--- src/rtl/mandel_pkg.sv ---
// Shared constants and FSM encoding for the Mandelbrot frame scheduler.
package mandel_pkg;

    localparam int unsigned H_RES_DEF = 640;
    localparam int unsigned V_RES_DEF = 480;
    localparam int unsigned COORD_W   = 10;

    typedef enum logic [1:0] {
        StIdle  = 2'd0,
        StRun   = 2'd1,
        StDrain = 2'd2,
        StDone  = 2'd3
    } state_e;

endpackage

--- src/rtl/rr_arbiter.sv ---
// Round-robin arbiter: one-hot grant of the first request at or after the pointer;
// the pointer moves past the granted index only when the grant is accepted.
module rr_arbiter #(
    parameter int unsigned N = 4,
    localparam int unsigned IdxW = (N > 1) ? $clog2(N) : 1
) (
    input  logic            clk_i,
    input  logic            reset_i,
    input  logic [N-1:0]    req_i,
    input  logic            accept_i,
    output logic [N-1:0]    gnt_o,
    output logic [IdxW-1:0] gnt_idx_o,
    output logic            gnt_valid_o
);

    logic [IdxW-1:0] rr_q, rr_d;
    logic [IdxW-1:0] scan_idx;

    always_comb begin
        gnt_o       = '0;
        gnt_idx_o   = '0;
        gnt_valid_o = 1'b0;
        scan_idx    = '0;
        for (int k = 0; k < int'(N); k++) begin
            scan_idx = IdxW'((32'(rr_q) + 32'(k)) % N);
            if (!gnt_valid_o && req_i[scan_idx]) begin
                gnt_valid_o = 1'b1;
                gnt_idx_o   = scan_idx;
            end
        end
        if (gnt_valid_o) begin
            gnt_o[gnt_idx_o] = 1'b1;
        end
        rr_d = rr_q;
        if (accept_i && gnt_valid_o) begin
            rr_d = (32'(gnt_idx_o) == N - 1) ? '0 : gnt_idx_o + 1'b1;
        end
    end

    always_ff @(posedge clk_i) begin
        if (reset_i) begin
            rr_q <= '0;
        end else begin
            rr_q <= rr_d;
        end
    end

endmodule

--- src/rtl/mandel_scheduler.sv ---
// Frame job scheduler: walks (x, y), dispatches pixel jobs to NCORES cores and serialises
// their results onto the framebuffer write port. MANDEL_SCHED_PERF_EN adds frame_cycles.
module mandel_scheduler
    import mandel_pkg::*;
#(
    parameter int unsigned H_RES  = H_RES_DEF,
    parameter int unsigned V_RES  = V_RES_DEF,
    parameter int unsigned NCORES = 4,
    parameter int unsigned ITER_W = 8,
    parameter int unsigned ADDR_W = 19
) (
    input  logic                     clk,
    input  logic                     reset,
    input  logic                     start,
    output logic                     busy,
    output logic                     done,
`ifdef MANDEL_SCHED_PERF_EN
    output logic [31:0]              frame_cycles,
`endif
    output logic [NCORES-1:0]        job_valid,
    input  logic [NCORES-1:0]        job_ready,
    output logic [COORD_W-1:0]       job_x,
    output logic [COORD_W-1:0]       job_y,
    input  logic [NCORES-1:0]        res_valid,
    input  logic [NCORES*ITER_W-1:0] res_iter,
    output logic [NCORES-1:0]        res_ack,
    output logic                     fb_we,
    output logic [ADDR_W-1:0]        fb_addr,
    output logic [ITER_W-1:0]        fb_data,
    input  logic                     fb_ready
);

    localparam int unsigned IdxW = (NCORES > 1) ? $clog2(NCORES) : 1;
    localparam int unsigned CntW = ADDR_W + 1;
    localparam logic [CntW-1:0] Total = CntW'(H_RES * V_RES);

    state_e             state_q, state_d;
    logic [COORD_W-1:0] x_q, x_d, y_q, y_d;
    logic [COORD_W-1:0] tag_x_q [NCORES];
    logic [COORD_W-1:0] tag_x_d [NCORES];
    logic [COORD_W-1:0] tag_y_q [NCORES];
    logic [COORD_W-1:0] tag_y_d [NCORES];
    logic [NCORES-1:0]  out_q, out_d;
    logic [CntW-1:0]    issued_q, issued_d, written_q, written_d;
    logic               fb_we_q, fb_we_d;
    logic [ADDR_W-1:0]  fb_addr_q, fb_addr_d;
    logic [ITER_W-1:0]  fb_data_q, fb_data_d;

    logic               collect, accept, dispatch, disp_found, gnt_valid;
    logic [NCORES-1:0]  gnt, avail;
    logic [IdxW-1:0]    gnt_idx, disp_idx;
    logic [31:0]        addr_full;

    assign collect = (state_q == StRun) || (state_q == StDrain);
    assign busy    = collect;
    assign done    = (state_q == StDone);
    assign job_x   = x_q;
    assign job_y   = y_q;
    assign fb_we   = fb_we_q;
    assign fb_addr = fb_addr_q;
    assign fb_data = fb_data_q;

    rr_arbiter #(
        .N (NCORES)
    ) u_rr_arbiter (
        .clk_i       (clk),
        .reset_i     (reset),
        .req_i       (res_valid & out_q & {NCORES{collect}}),
        .accept_i    (accept),
        .gnt_o       (gnt),
        .gnt_idx_o   (gnt_idx),
        .gnt_valid_o (gnt_valid)
    );

    // A grant may only load the output register when it is empty or emptying now.
    assign accept  = gnt_valid && (!fb_we_q || fb_ready);
    assign res_ack = accept ? gnt : '0;

    // A core whose result is popped this cycle may be re-dispatched in the same cycle.
    assign avail = job_ready & ~(out_q & ~res_ack);

    always_comb begin
        disp_found = 1'b0;
        disp_idx   = '0;
        for (int i = int'(NCORES) - 1; i >= 0; i--) begin
            if (avail[i]) begin
                disp_found = 1'b1;
                disp_idx   = IdxW'(i);
            end
        end
        dispatch  = (state_q == StRun) && disp_found;
        job_valid = '0;
        if (dispatch) begin
            job_valid[disp_idx] = 1'b1;
        end
    end

    always_comb begin
        state_d   = state_q;
        x_d       = x_q;
        y_d       = y_q;
        tag_x_d   = tag_x_q;
        tag_y_d   = tag_y_q;
        out_d     = out_q;
        issued_d  = issued_q;
        written_d = written_q;
        fb_we_d   = fb_we_q;
        fb_addr_d = fb_addr_q;
        fb_data_d = fb_data_q;
        addr_full = 32'(tag_y_q[gnt_idx]) * H_RES + 32'(tag_x_q[gnt_idx]);

        if (fb_we_q && fb_ready) begin
            fb_we_d   = 1'b0;
            written_d = written_q + 1'b1;
        end
        if (accept) begin
            out_d[gnt_idx] = 1'b0;
            fb_we_d        = 1'b1;
            fb_addr_d      = addr_full[ADDR_W-1:0];
            fb_data_d      = res_iter[gnt_idx * ITER_W +: ITER_W];
        end
        if (dispatch) begin
            tag_x_d[disp_idx] = x_q;
            tag_y_d[disp_idx] = y_q;
            out_d[disp_idx]   = 1'b1;
            issued_d          = issued_q + 1'b1;
            if (x_q == COORD_W'(H_RES - 1)) begin
                x_d = '0;
                y_d = y_q + 1'b1;
            end else begin
                x_d = x_q + 1'b1;
            end
        end

        unique case (state_q)
            StIdle: begin
                if (start) begin
                    state_d   = StRun;
                    x_d       = '0;
                    y_d       = '0;
                    out_d     = '0;
                    issued_d  = '0;
                    written_d = '0;
                end
            end
            StRun: begin
                if (dispatch && (issued_q == Total - 1'b1)) begin
                    state_d = StDrain;
                end
            end
            StDrain: begin
                if ((written_q == Total) && !fb_we_q) begin
                    state_d = StDone;
                end
            end
            StDone:  state_d = StIdle;
            default: state_d = StIdle;
        endcase
    end

    always_ff @(posedge clk) begin
        if (reset) begin
            state_q   <= StIdle;
            x_q       <= '0;
            y_q       <= '0;
            tag_x_q   <= '{default: '0};
            tag_y_q   <= '{default: '0};
            out_q     <= '0;
            issued_q  <= '0;
            written_q <= '0;
            fb_we_q   <= 1'b0;
            fb_addr_q <= '0;
            fb_data_q <= '0;
        end else begin
            state_q   <= state_d;
            x_q       <= x_d;
            y_q       <= y_d;
            tag_x_q   <= tag_x_d;
            tag_y_q   <= tag_y_d;
            out_q     <= out_d;
            issued_q  <= issued_d;
            written_q <= written_d;
            fb_we_q   <= fb_we_d;
            fb_addr_q <= fb_addr_d;
            fb_data_q <= fb_data_d;
        end
    end

`ifdef MANDEL_SCHED_PERF_EN
    logic [31:0] cyc_q, cyc_d;

    always_comb begin
        cyc_d = cyc_q;
        if ((state_q == StIdle) && start) begin
            cyc_d = '0;
        end else if (busy && (cyc_q != '1)) begin
            cyc_d = cyc_q + 1'b1;
        end
    end

    always_ff @(posedge clk) begin
        if (reset) begin
            cyc_q <= '0;
        end else begin
            cyc_q <= cyc_d;
        end
    end

    assign frame_cycles = cyc_q;
`endif

endmodule

--- config.mk ---
export PLATFORM = sky130hd
export DESIGN_NAME = mandel_scheduler
export DESIGN_NICKNAME = d
export VERILOG_FILES = /design/src/rtl/mandel_pkg.sv /design/src/rtl/rr_arbiter.sv /design/src/rtl/mandel_scheduler.sv
export SDC_FILE = /design/constraint.sdc
export NUM_CORES = 1
export LEC_CHECK = 0
export BUFFER_PORTS_ARGS = -buffer_cell sky130_fd_sc_hd__buf_4
export CORE_AREA = 2 2 175 177
export DETAILED_ROUTE_END_ITERATION = 16
export DIE_AREA = 0 0 177 179
export GPL_TIMING_DRIVEN = 0
export HOLD_SLACK_MARGIN = 0.15
export SLEW_MARGIN = 25
export SYNTH_ARGS = -nofsm -noshare
export SYNTH_HDL_FRONTEND = slang
export SYNTH_SLANG_ARGS = --single-unit
--- constraint.sdc ---
create_clock -name clk -period 9.7 [get_ports clk]
set_input_delay 1.455 -clock clk [delete_from_list [all_inputs] [get_ports clk]]
set_output_delay 1.455 -clock clk [all_outputs]
set_load 0.01 [all_outputs]
# --- Yosys cells after proc, flatten, opt, wreduce, memory -nomap -nowiden ---
# Index checks and enable logic that the tools add are counted.
totals:
  elab_cells: 148
  reg_bits: 176
  output_inout_bits: 58
  in_bits: 44
classes:
  n_shift: 1
  multipliers: 1
  addsub: 9
  n_eq_ne: 10
  order_cmp: 11
  n_reduce_logical: 21
  mux: 66
  bitwise_logic: 11
op_table:
  columns: ["operator", "count"]
  rows:
  - ["two-way mux 10 bit", 13]
  - ["two-way mux 20 bit", 6]
  - ["bitwise mux 40 bit", 2]
  - ["adder 20 x 1 -> 20 bit (second input constant)", 2]
  - ["binary-select mux 10 bit (select 2 bit)", 2]
  - ["equality test 20 x 19 -> 1 bit (second input constant)", 2]
  - ["variable part select 32 x 6 -> 8 bit", 1]
  - ["two-way mux 4 bit", 7]
  - ["two-way mux 2 bit", 12]
  - ["adder 10 x 1 -> 10 bit (second input constant)", 2]
  - ["AND 4 bit", 5]
  - ["demux 10 bit (select 2 bit)", 1]
  - ["adder 19 x 10 -> 19 bit", 1]
  - ["< comparator 2 x 3 -> 1 bit (second input constant)", 6]
  - ["two-way mux 1 bit", 16]
  - ["logical AND 1 bit", 12]
  - ["multiplier 10 x 3 -> 12 bit (second input constant)", 1]
  - ["inverter 4 bit", 3]
  - ["equality test 10 bit (second input constant)", 1]
  - ["binary-select mux 1 bit (select 2 bit)", 4]
  - ["one-hot mux 2 bit (4 select lines)", 1]
  - ["equality test 2 bit (second input constant)", 3]
  - [">= comparator 3 bit (second input constant)", 2]
  - ["inverter 2 -> 3 bit", 2]
  - ["14 further kinds", 23]

# --- Depth between registers and ports, before layout ---
logic_depth:
  ltp_word: 37
  depth_mapped: 19
  depth_no_buf: 18

# --- Hierarchy ---
# A second synthesis with hierarchy kept.
hier_totals:
  cells_unflattened: 934
  area_unflattened_um2: 8844.7
modules_own_cells:
  columns: ["module", "area_per_inst_um2", "seq_area_each_um2", "cells_each", "instances"]
  rows:
  - ["mandel_scheduler", 8583.2, 3483.3, 903, 1]
  - ["rr_arbiter", 261.5, 40.0, 31, 1]

# --- Least setup slack after synthesis ---
# No wires, ideal clock.
synth_path:
  path_type: "in2reg"
  from: "input port res_valid[0]"
  to: "register fb_addr_q[18] (netlist: fb_addr[18])"
  setup_time_ns: 0.114
  path_slack_ns: 4.307
  t_arrival_ns: 5.279
  n_path_buf: 2
  required_ns: 9.586
  path_stages: 18
  cell_sequence: "and2_1 > a21oi_1 > o211a_1 > inv_2 > clkbuf_1 > buf_1 > nand2_1 > and3_1 > a31oi_1 > ha_1 > ha_1 > fa_1 > o211ai_1 > nor3b_1 > nor3b_1 > and3_1 > a31oi_1 > a2111oi_0"
synth_via:
  elab_chain_cells: 20
  elab_cells_between_ends: 34
  classes_between: "1 x add/sub; 1 x mul; 22 x mux; 3 x bitwise; 7 x reduce/logical"
synth_rtl:
  columns: ["element", "line_no", "source"]
  rows:
  - ["start: declaration", "mandel_scheduler.sv:24", "input logic [NCORES-1:0] res_valid,"]
  - ["AND 4 bit * (2 in a row)", "mandel_scheduler.sv:68", ".req_i (res_valid & out_q & {NCORES{collect}}),"]
  - ["binary-select mux 1 bit (select 2 bit)", "rr_arbiter.sv:26", "if (!gnt_valid_o && req_i[scan_idx]) begin"]
  - ["two-way mux 1 bit (not written as such)", "rr_arbiter.sv:26", null]
  - ["two-way mux 1 bit", "rr_arbiter.sv:26", null]
  - ["zero test 1 bit", "rr_arbiter.sv:26", null]
  - ["logical AND 1 bit", "rr_arbiter.sv:26", null]
  - ["two-way mux 1 bit", "rr_arbiter.sv:26", null]
  - ["zero test 1 bit", "rr_arbiter.sv:26", null]
  - ["(+2 left out)", null, null]
  - ["zero test 1 bit", "rr_arbiter.sv:26", null]
  - ["logical AND 1 bit", "rr_arbiter.sv:26", null]
  - ["two-way mux 2 bit", "rr_arbiter.sv:26", null]
  - ["inverter 2 -> 3 bit (not written as such)", "mandel_scheduler.sv:110", "addr_full = 32'(tag_y_q[gnt_idx]) * H_RES + 32'(tag_x_q[gnt_idx]);"]
  - ["binary-select mux 10 bit (select 2 bit)", "mandel_scheduler.sv:110", null]
  - ["two-way mux 10 bit (not written as such) (2 in a row)", "mandel_scheduler.sv:110", null]
  - ["multiplier 10 x 3 -> 12 bit", "mandel_scheduler.sv:110", null]
  - ["adder 19 x 10 -> 19 bit", "mandel_scheduler.sv:110", null]
  - ["end signal: assignment", "mandel_scheduler.sv:184", "fb_addr_q <= fb_addr_d;"]
  - ["end: declaration", "mandel_scheduler.sv:46", "logic [ADDR_W-1:0] fb_addr_q, fb_addr_d;"]
# Mark *: on every way between the ends. The rest lies on a longest branch, timed or not. The select of a mux whose other input is x is not followed.
# A chain may end at the register's enable or synchronous reset.

# --- Worst setup path in the final report ---
layout_path:
  from: "input port res_valid[0]"
  to: "output port job_valid[3]"
layout_via:
  elab_chain_cells: 33
  elab_cells_between_ends: 51
  classes_between: "4 x order compare; 31 x mux; 6 x bitwise; 10 x reduce/logical"
layout_rtl:
  columns: ["element", "line_no", "source"]
  rows:
  - ["AND 4 bit * (2 in a row)", "mandel_scheduler.sv:68", null]
  - ["binary-select mux 1 bit (select 2 bit)", "rr_arbiter.sv:26", null]
  - ["two-way mux 1 bit (not written as such)", "rr_arbiter.sv:26", null]
  - ["two-way mux 1 bit", "rr_arbiter.sv:26", null]
  - ["zero test 1 bit", "rr_arbiter.sv:26", null]
  - ["logical AND 1 bit", "rr_arbiter.sv:26", null]
  - ["two-way mux 1 bit", "rr_arbiter.sv:26", null]
  - ["zero test 1 bit", "rr_arbiter.sv:26", null]
  - ["(+13 left out)", null, null]
  - ["inverter 4 bit *", "mandel_scheduler.sv:80", "assign avail = job_ready & ~(out_q & ~res_ack);"]
  - ["AND 4 bit *", "mandel_scheduler.sv:80", null]
  - ["two-way mux 2 bit (4 in a row)", "mandel_scheduler.sv:86", "if (avail[i]) begin"]
  - ["< comparator 2 x 3 -> 1 bit (not written as such) / >= comparator 2 x 1 -> 1 bit (equally long branches)", "mandel_scheduler.sv:94", "job_valid[disp_idx] = 1'b1;"]
  - ["logical AND 1 bit (not written as such)", "mandel_scheduler.sv:94", null]
  - ["two-way mux 1 bit (not written as such)", "mandel_scheduler.sv:94", null]
  - ["demux 1 bit (select 2 bit)", "mandel_scheduler.sv:94", null]
  - ["two-way mux 4 bit *", "mandel_scheduler.sv:93", "if (dispatch) begin"]
  - ["end: declaration", "mandel_scheduler.sv:20", "output logic [NCORES-1:0] job_valid,"]
# Marks and branches as above.

==> out/results.tsv <==
stage	metric	value	unit
clock_network	cts-buffers-inserted	17	
yosys	synth_top_family_by_area	simple AND/OR/NAND/NOR gates	
clock_network	clk-insertion-delay-late	0.44	ns
die	initial_core_util	29.4	%
critical_path	worstSetupEndpointType	primary output	
clock_network	clk_pin_slew	0.07	ns
timing	hold_viol	0	
clock_network	cts_hold_buffers	0	
yosys	synth_fp_nets	1189	
place	dpl.hpwl	19600	um
route	via_count	8143	
timing	timing.final.crit_share	64.8	%
timing	fin_tns_setup	0	ns
final_layout	fill_cells	3165	
route	drt_wl_total	26200	um
route	wl_per_cell	16.0	um
min_path	holdCritStartpoint	fb_data[7]	
timing	finalSetupViolations	0	
final_layout	nets	1308	
yosys	synth-simple-area-share	28.5	%
final_layout	syn2layout_area_growth	21.0	%
yosys	ys_types	64	
die	fp.coreArea	0.0300	sq mm
route	antenna_left	0	
yosys	syn-instance-count	1110	
job	maxCapViolations	0	
route	drc	0	
timing	post-route-min-period	6.28	ns
die	die_w	177	um
die	ios	102	
die	die_area	0.0317	sq mm
clock_network	cts_resized	0	
yosys	ys.flop_type	dfxtp_1	
power_and_ir_drop	ir_drop	0.000126	V
yosys	netlist_area	0.00882	sq mm
power_and_ir_drop	p_leak	3.95	nW
status	outcome	completed	
global_routing	grt_max_degree	18	
power_and_ir_drop	p_per_area	166	mW/mm^2
timing	slew_headroom	36.8	%
global_routing	antenna_found_initial	0	
timing	rsz0062_at_grt	false	
yosys	yosys_warnings	0	
final_layout	final_layout_size_suffix_gt1_share	13.6	%
timing	fin_skew	0.0132	ns
critical_path	startpoint	res_valid[0]	
route	routed_via_density	4.97	
route	drtIter0Drc	570	
clock_network	htreeDepth	4	
min_path	hold_class	reg2reg	
die	chipHeight	179	um
critical_path	cp.required	8.25	ns
yosys	synth_fa_ha_area_share	5.14	%
yosys	ys_seq_area_share	40.0	%
die	row_count	64	
timing	max_freq	159	MHz
critical_path	critPathArrivalTime	4.83	ns
global_routing	overflow	0	
clock_network	cts_buffer_depth	2	
clock_network	cts_tree	built	
yosys	postSynthAreaPerCell	7.94	sq um
clock_network	cts.sinks	176	
yosys	synth-async-reset-ratio	0	%
yosys	synth-seq-cells	176	
yosys	synth_compound_area_share	11.5	%
final_layout	diodes	0	
yosys	synthXorXnorAreaFrac	5.17	%
power_and_ir_drop	finalPower	1.77	mW
yosys	synth_mux_area_share	4.91	%
route	first_pass_iters	5	
critical_path	r2r_start	state_q[1]	
critical_path	cp-start-kind	input pin	
critical_path	worstPathMaxFanout	11	
place	place_congestion	0.859	
timing	drv_slew	0	
place	io_buffers	100	
timing	tightest_slew	0.948	ns
critical_path	worstSetupPathType	in2out	
global_routing	grt_pass1_vias	7508	
global_routing	grt_util_all_layers	16.7	%
clock_network	root_buffer	clkbuf_16	
clock_network	post_cts_buffers	0	
global_routing	grt_pass1_wl	41000	um
yosys	synth_edf_count	0	
Yosys cell counts (14+ instances only):
cell type	n	area (sq um)
a31oi_1	15	93.8
inv_1	25	93.8
nand2_1	254	953
nor2_1	104	390
dfxtp_1	176	3520
nand3_1	73	365
nor3_1	14	70.1
xnor2_1	26	228
a21oi_1	85	425
ha_1	33	413
xor2_1	26	228
and3_1	26	163
mux2i_1	41	410
clkbuf_1	51	191
layout make-up:
cell class,count,area (sq um),share of cell area [%]
buffer,71,325,3.05
clock buffer,17,425,3.99
clock inverter,15,176,1.65
inverter,27,101,0.950
multi-input combinational,836,4870,45.6
sequential,176,3520,33.0
tap,396,495,4.65
timing repair buffer,100,751,7.04
path summary, 6_finish.rpt:
path	end	slack, ns	cells past startpoint
worst max-delay path	job_valid[3]	3.42	13
worst min-delay path	fb_data[7]	0.45	2
worst max register to register	fb_addr[18]	4.16	17
worst min register to register	fb_data[7]	0.45	2
metal layers:
| layer | share of wire (%) | track usage, % | vias up |
|---|---|---|---|
| met2 | 48 | 27.8 | 198 |
| met5 | 0 | 0 | - |
| met1 | 44 | 21.1 | 3888 |
| met3 | 5.3 | 3.41 | 31 |
| met4 | 2.5 | 6.44 | 0 |
| li1 | - | - | 4026 |
where the power goes:
part | internal, mW | total, mW | switching (mW)
Sequential | 0.737 | 0.755 | 0.0177
Combinational | 0.108 | 0.309 | 0.201
Clock | 0.389 | 0.706 | 0.318
cell families after synthesis:
| logic type | Yosys count |
|---|---|
| adders and majority gates | 35 |
| xor gates and xnor gates | 52 |
| DFF | 176 |
| AOI/OAI and AO/OA | 156 |
| and+or+nand+nor | 551 |
| buffers and inverters | 98 |
| muxes | 42 |
metrics by stage:
| step | worst slack, ns | hold slack, ns | cells | utilization, % | instance area, sq um |
|---|---|---|---|---|---|
| finish | 3.42 | 0.455 | 1638 | 35.5 | 10700 |
| global route | 3.20 | 0.470 | 1638 | 35.5 | 10700 |
| CTS | 3.43 | 0.456 | 1638 | 35.5 | 10700 |
| detailed placement | 3.18 | 0.447 | 1606 | 33.5 | 10100 |
| global placement | 3.23 | 0.439 | 1606 | 33.5 | 10100 |
| floorplan | 4.31 | 0.433 | 1110 | - | 8820 |
state kept, by name (all words and copies together), names as in the netlist, 4 cells and up:
name	flops
tag_x_q	40
fb_addr	19
job_y	10
fb_data	8
out_q	4
job_x	10
issued_q	20
written_q	20
tag_y_q	40
critical path, stage by stage:
cell	delay, ns
buf_4	0.11
and2_1	0.22
a31oi_1	0.20
o221a_2	0.28
clkbuf_1	0.40
clkbuf_1	0.61
ha_1	0.30
nand2_1	0.07
o22ai_2	0.20
inv_1	0.12
nor4_4	0.45
buf_6	0.25
buf_4	0.15
cell usage in the layout, fill, tap and decap left out, drive strengths merged, types with 3 or more instances in the layout:
master	n
clkinv	4
buf	120
a21oi	86
clkbuf	68
a31oi	15
a211oi	9
o211ai	6
o21ai	12
ha	33
nand2	257
nand2b	11
nand4	13
xnor2	26
dfxtp	176
o22ai	4
and3	26
a2111oi	3
and2	11
mux2i	41
inv	34
nor3b	4
nor3	14
a21o	3
nand3	76
o311ai	3
nor4	11
o41ai	5
xor2	26
or3	7
nor2	104
nor2b	4
or4	6
(Power assumes the default switching activity.)
